`config.mk`:
```
export PLATFORM = sky130hd
export DESIGN_NAME = shift_fifo_param
export DESIGN_NICKNAME = d
export VERILOG_FILES = /design/src/rtl/shift_fifo_param.sv
export SDC_FILE = /design/constraint.sdc
export NUM_CORES = 1
export LEC_CHECK = 0
export ABC_AREA = 1
export ABC_CLOCK_PERIOD_IN_PS = 2260
export CAP_MARGIN = 15
export CORE_MARGIN = 3
export CORE_UTILIZATION = 56
export CTS_CLUSTER_DIAMETER = 150
export CTS_CLUSTER_SIZE = 12
export DETAILED_ROUTE_END_ITERATION = 8
export PLACE_DENSITY_LB_ADDON = 0.25
export SKIP_CTS_REPAIR_TIMING = 1
export SYNTH_ARGS = -nofsm -noshare
export SYNTH_HDL_FRONTEND = slang
export SYNTH_SLANG_ARGS = --single-unit
```
`constraint.sdc`:
```
create_clock -name clk -period 2.26 [get_ports clk]
set_input_delay 0.339 -clock clk [delete_from_list [all_inputs] [get_ports clk]]
set_output_delay 0.339 -clock clk [all_outputs]
set_load 0.01 [all_outputs]
```
`src/rtl/shift_fifo_param.sv`:
```
// Parametrised shift-register FIFO with first-word fall-through read mux,
// occupancy counter, status flags and sticky overflow/underflow errors.
module shift_fifo_param #(
    parameter int WIDTH    = 4,
    parameter int DEPTH    = 8,
    parameter int AF_LEVEL = 6,
    parameter int OVERWRITE = 0,
    localparam int CW      = $clog2(DEPTH + 1)
) (
    input  logic             clk,
    input  logic             reset,
    input  logic             push,
    input  logic             pop,
    input  logic [WIDTH-1:0] data_in,
    input  logic             clr_err,
    output logic [WIDTH-1:0] data_out,
    output logic [CW-1:0]    count,
    output logic             empty,
    output logic             full,
    output logic             almost_full,
    output logic             overflow,
    output logic             underflow
);

    localparam logic          W_OVERWRITE = (OVERWRITE != 0);
    localparam logic [CW-1:0] C_DEPTH     = CW'(DEPTH);
    localparam logic [CW-1:0] C_AF        = CW'(AF_LEVEL);

    logic [WIDTH-1:0] r_stage [DEPTH];
    logic [CW-1:0]    r_count;
    logic             r_overflow;
    logic             r_underflow;

    logic             w_full;
    logic             w_empty;
    logic             w_shift;
    logic             w_ovf_set;
    logic             w_unf_set;
    logic [CW-1:0]    w_count_next;
    logic [WIDTH-1:0] w_data_out;

    assign w_full  = (r_count == C_DEPTH);
    assign w_empty = (r_count == '0);

    // A push is refused only when full, not popping, and in drop mode.
    assign w_shift   = push & (~w_full | pop | W_OVERWRITE);
    assign w_ovf_set = push & ~pop & w_full;
    assign w_unf_set = pop & w_empty;

    always_comb begin
        w_count_next = r_count;
        if (push && pop) begin
            if (w_empty) begin
                w_count_next = CW'(1);
            end
        end else if (push) begin
            if (!w_full) begin
                w_count_next = r_count + CW'(1);
            end
        end else if (pop) begin
            if (!w_empty) begin
                w_count_next = r_count - CW'(1);
            end
        end
    end

    always_ff @(posedge clk or negedge reset) begin
        if (!reset) begin
            for (int i = 0; i < DEPTH; i++) begin
                r_stage[i] <= '0;
            end
        end else if (w_shift) begin
            r_stage[0] <= data_in;
            for (int i = 1; i < DEPTH; i++) begin
                r_stage[i] <= r_stage[i-1];
            end
        end
    end

    // Error flags: a new error on the same edge as clr_err keeps the flag set.
    always_ff @(posedge clk or negedge reset) begin
        if (!reset) begin
            r_count     <= '0;
            r_overflow  <= 1'b0;
            r_underflow <= 1'b0;
        end else begin
            r_count <= w_count_next;
            if (w_ovf_set) begin
                r_overflow <= 1'b1;
            end else if (clr_err) begin
                r_overflow <= 1'b0;
            end
            if (w_unf_set) begin
                r_underflow <= 1'b1;
            end else if (clr_err) begin
                r_underflow <= 1'b0;
            end
        end
    end

    // Oldest word sits at stage[count-1]; zero when nothing is stored.
    always_comb begin
        w_data_out = '0;
        for (int i = 0; i < DEPTH; i++) begin
            if (r_count == CW'(i + 1)) begin
                w_data_out = r_stage[i];
            end
        end
    end

    assign data_out    = w_data_out;
    assign count       = r_count;
    assign empty       = w_empty;
    assign full        = w_full;
    assign almost_full = (r_count >= C_AF);
    assign overflow    = r_overflow;
    assign underflow   = r_underflow;

endmodule

```
# Word level (Yosys, flattened, before mapping)

Index checks and enable logic that the tools add are counted.

Muxes and demuxes: 17
Order comparisons: 1
Reduce and logical (&&, ||, !) cells: 6
Add/subtract/negate cells: 2
Bitwise operators: 7
Equality and inequality tests: 11

Operator list:

| operator              | number |
|---|---|
| $mux W4               | 14 |
| $eq A4 B3 Y1 const B  | 4 |
| $eq A4 B2 Y1 const B  | 2 |
| $ne A3 B2 Y1 const B  | 2 |
| $add A4 B1 Y4 const B | 1 |
| $and A1 B1 Y1         | 4 |
| $eq A4 B1 Y1 const B  | 1 |
| $eq A4 B4 Y1 const B  | 1 |
| $ge A4 B3 Y1 const B  | 1 |
| $logic_not A4 Y1      | 1 |
| $reduce_and A4 Y1     | 1 |
| $reduce_bool A2 Y1    | 2 |
| $sub A4 B1 Y4 const B | 1 |
| $mux W1               | 3 |
| $reduce_bool A3 Y1    | 1 |
| $ne A2 B2 Y1 const B  | 1 |
| $not A1 Y1            | 2 |
| $logic_and A1 B1 Y1   | 1 |
| $or A1 B1 Y1          | 1 |

Bits in registers: 38
Output and inout port bits: 13
Word-level logic and storage cells: 55
Input bits: 9

# Depth between registers and ports, before layout

Word-level depth: 9
Mapped depth: 12
Depth with buffers taken out: 12

# Least setup slack after synthesis

OpenSTA, ideal clock, no wires.

Path type: register -> output
Start point: reg r_count[0] (netlist: count[0])
End point: out data_out[0]
Cell stages (with the launch flop): 13
Data required time: 1.921 ns
Setup slack: 0.445 ns
Data arrival time: 1.476 ns
Path through: dfrtp_1 > inv_1 > ha_1 > clkbuf_1 > nor2_1 > nand3_1 > nand3_1 > nand2_1 > nand2_1 > nand2_1 > nand2_1 > nand2_1 > nand3_1

Word-level cells in the longest chain between the ends: 9
Elaborated cells on any way between the ends: 16
Classes of those cells: 8 x eq/ne; 8 x mux

RTL lines:

| element                  | RTL line | RTL |
|---|---|---|
| start: declaration       | 30       | `logic [CW-1:0] r_count;` |
| start signal: assignment | 87       | `r_count <= w_count_next;` |
| $eq A4 B1 Y1             | 105      | `if (r_count == CW'(i + 1)) begin` |
| $mux W4 (7 in series)    | 105      |  |
| $mux W4 *                | 105      |  |
| end: declaration         | 16       | `output logic [WIDTH-1:0] data_out,` |

Mark *: on every way between the ends. The rest lies on a longest branch, timed or not.

# Final worst setup path

Start point: reg r_count[1] (netlist: count[1])
End point: out data_out[1]

Same word-level chain as after synthesis.

==> run metrics <==
outcome completed; CTS tree built; Yosys Warn Count 0; initial antenna violation count 0; CP max FO 5; final hold vios 0; Power Dens Cells approximately 1300 nW/µm²; crit start category register; via count around 1,700; count of buffers from port buffering 21; Psw 1310 µW; core region area approximately 3400 µm²; clk sink count 38; DRC 0; Area Overhead vs Synth 24.2%; Cell Area, Placed ~2300 µm²; combinational fraction of design power between 40% and 50%; Clock Latency Late Sink ~0.35 ns; Int Pwr 1930 µW; FMAX around 450 MHz; hold_ws 0.0724 ns; Wirelength per Cell between 10 and 15 µm; clock buffer depth 2; final WL around 4400 µm; Register Area about 950 µm²; CTS Root Cell clkbuf_4; die area ~4300 µm²; Syn Area/Cell just under 8 µm²; part of the cycle the worst path needs 97.9%; CP Capture Type primary output; Vias/cell between 5 and 6; main area contributors after synthesis dfrtp_1 48%, nand2_1 12%, o21ai_0 6.5%; worst min-delay path class input port to asynchronous set/reset pin; CP most frequent cell nand2_1; met3 GRT Util about 4.9%; vias in the first global route ~1,500; first-pass GRT wire length between 6000 and 7000 µm; GRT met1 Usage 28.4%; Overflow after GRT 0; Syn Nets about 270; row count 21; total iterations of the first detailed-routing run 4; fin crit period approximately 2.2 ns; Die Y about 66 µm; synth unique cells 23; dpl hpwl ~2800 µm; Initial Util around three fifths; Clock Pin Slew Worst Setup and Hold Paths between 0.1 and 0.15 ns; Layout Utilization between 70% and 80%; post-route ant nets 0; Tightest Pin Transition about 0.83 ns; I/O pin total 22; CTS H-tree depth 2; placed insts between 300 and 400; top-area cell type share of the netlist area 47.5%; largest net degree at the start of global routing 39; Die Wd around 66 µm; Setup Crit Path Kind register to primary output; Slew headroom approximately 45%; max cap viols 0; fin cells approximately 340; CP required around 1.9 ns; GPL Wtd Cong about 0.77; Num CTS Buffers 5; grt peak-use layer met2; CP max stage cell dfrtp_2; Layout Skew approximately 0.0096 ns; Layout fillers 267; Final Max Slew Viols 0; Cell Chain, Critical Path buf_4 -> ha_4 -> nand2_4 -> inv_2 -> nand2_1 -> nand2_1 -> nand2_1 -> nand2_1 -> nand2_1 -> nand2_1 -> nand3_1 -> buf_2; GR Util All Layers around a fifth; share of cells above drive strength 1 ~21%; clock power share around 14%; multi-input combinational cell area about 930 µm²; synthesized instance count around 250; Finish-stage setup viols 0; VDD IR max 0.820 mV; CP max stage delay ~0.47 ns; Yosys reg bits 38; met2 Use GR about 31%; post-synthesis cell area approximately 2000 µm²; # nets final roughly 300; Leak Pwr 0.00126 µW; Sw Ratio between 40% and 50%; cell taking the most area after synthesis dfrtp_1; sequential-to-total area share from yosys stat 47.5%; cell area after layout about 2500 µm²; arrival time at the worst endpoint roughly 1.9 ns; WP buf/inv 3; Seq pwr share about 36%; initial DRC count 190; RSZ-0062 raised after global routing true; CP top delay family simple AND/OR/NAND/NOR gates; ant diodes 0
## per-layer routing
| layer | routed length [µm] | share of wire, % |
|---|---|---|
| met1 | 1900 | 43 |
| met2 | 2110 | 48 |
| met3 | 225 | 5.2 |
| met4 | 136 | 3.1 |
| met5 | 0 | 0 |
## layout make-up
class,count,area share (%)
Sequential cell,38,38.4
Multi-Input combinational cell,170,37.5
Timing Repair Buffer,37,13.3
Inverter,36,5.44
Tap cell,46,2.32
Clock inverter,3,1.61
Clock buffer,5,1.51
## registers in the layout, summed over array words and instances, names as in the netlist
| name | flops |
|---|---|
| r_stage | 32 |
| count | 4 |
| overflow | 1 |
| underflow | 1 |
## stage by stage
step | setup TNS, ns | setup WS, ns | power [µW]
after global placement | 0 | 0.0380 | 2610
final | 0 | 0.0476 | 3240
after floorplan | 0 | 0.445 | 2050
after global routing | -0.160 | -0.0622 | 3510
after detailed placement | 0 | 0.0315 | 2640
after CTS | -1.80 | -0.386 | 3110
## power groups by stage
stage | combinational [µW] | clock, µW | sequential (µW)
CTS | 1500 | 474 | 1140
detailed placement | 1490 | 0 | 1150
global route | 1810 | 506 | 1200
floorplan | 894 | 0 | 1160
finish | 1620 | 464 | 1160
global placement | 1460 | 0 | 1150
## synth_stat cells (all sizes together)
| library cell | n |
|---|---|
| nand2 | 68 |
| dfrtp | 38 |
| inv | 36 |
| o21ai | 30 |
| nor2 | 25 |
| nand3 | 20 |
| a21oi | 16 |
| buf | 7 |
| ha | 4 |
| mux2 | 4 |
| xnor2 | 2 |
| clkbuf | 1 |
| o22ai | 1 |
## cells in the final DEF, fill, tap and decap left out, drive strengths merged
master and n:
nand3 20, ha 4, clkbuf 7, dfrtp 38
dlymetal6s2s 2, mux2 4, clkdlybuf4s50 14, xnor2 2
buf 19, o21ai 30, a21oi 16, nand2 68
clkinv 2, bufinv 1, o22ai 1, nor2 25
inv 36
## cells by family after synthesis
kind of cell	count (synthesis)	synth area share, %
adder cells (fa/ha/maj)	4	2.50
AND/OR/NAND/NOR	113	24.7
XOR/XNOR	2	0.876
buffers and inverters	44	9.57
flip-flops	38	47.5
AO/OA/AOI/OAI	47	12.0
multiplexers	4	2.81
## path summary, 6_finish.rpt
kind	from	end	slack, ns	cells after the start
min in group clk	r_stage[11]	r_stage[11]	0.50	2
worst min-delay path	reset	overflow	0.07	1
worst min register to register	r_stage[11]	r_stage[11]	0.50	2
worst max-delay path	count[1]	data_out[1]	0.05	12
worst max register to register	count[1]	count[2]	0.29	12
max in group asynchronous	reset	count[1]	1.62	1
Power figures use the tool's default switching activity.
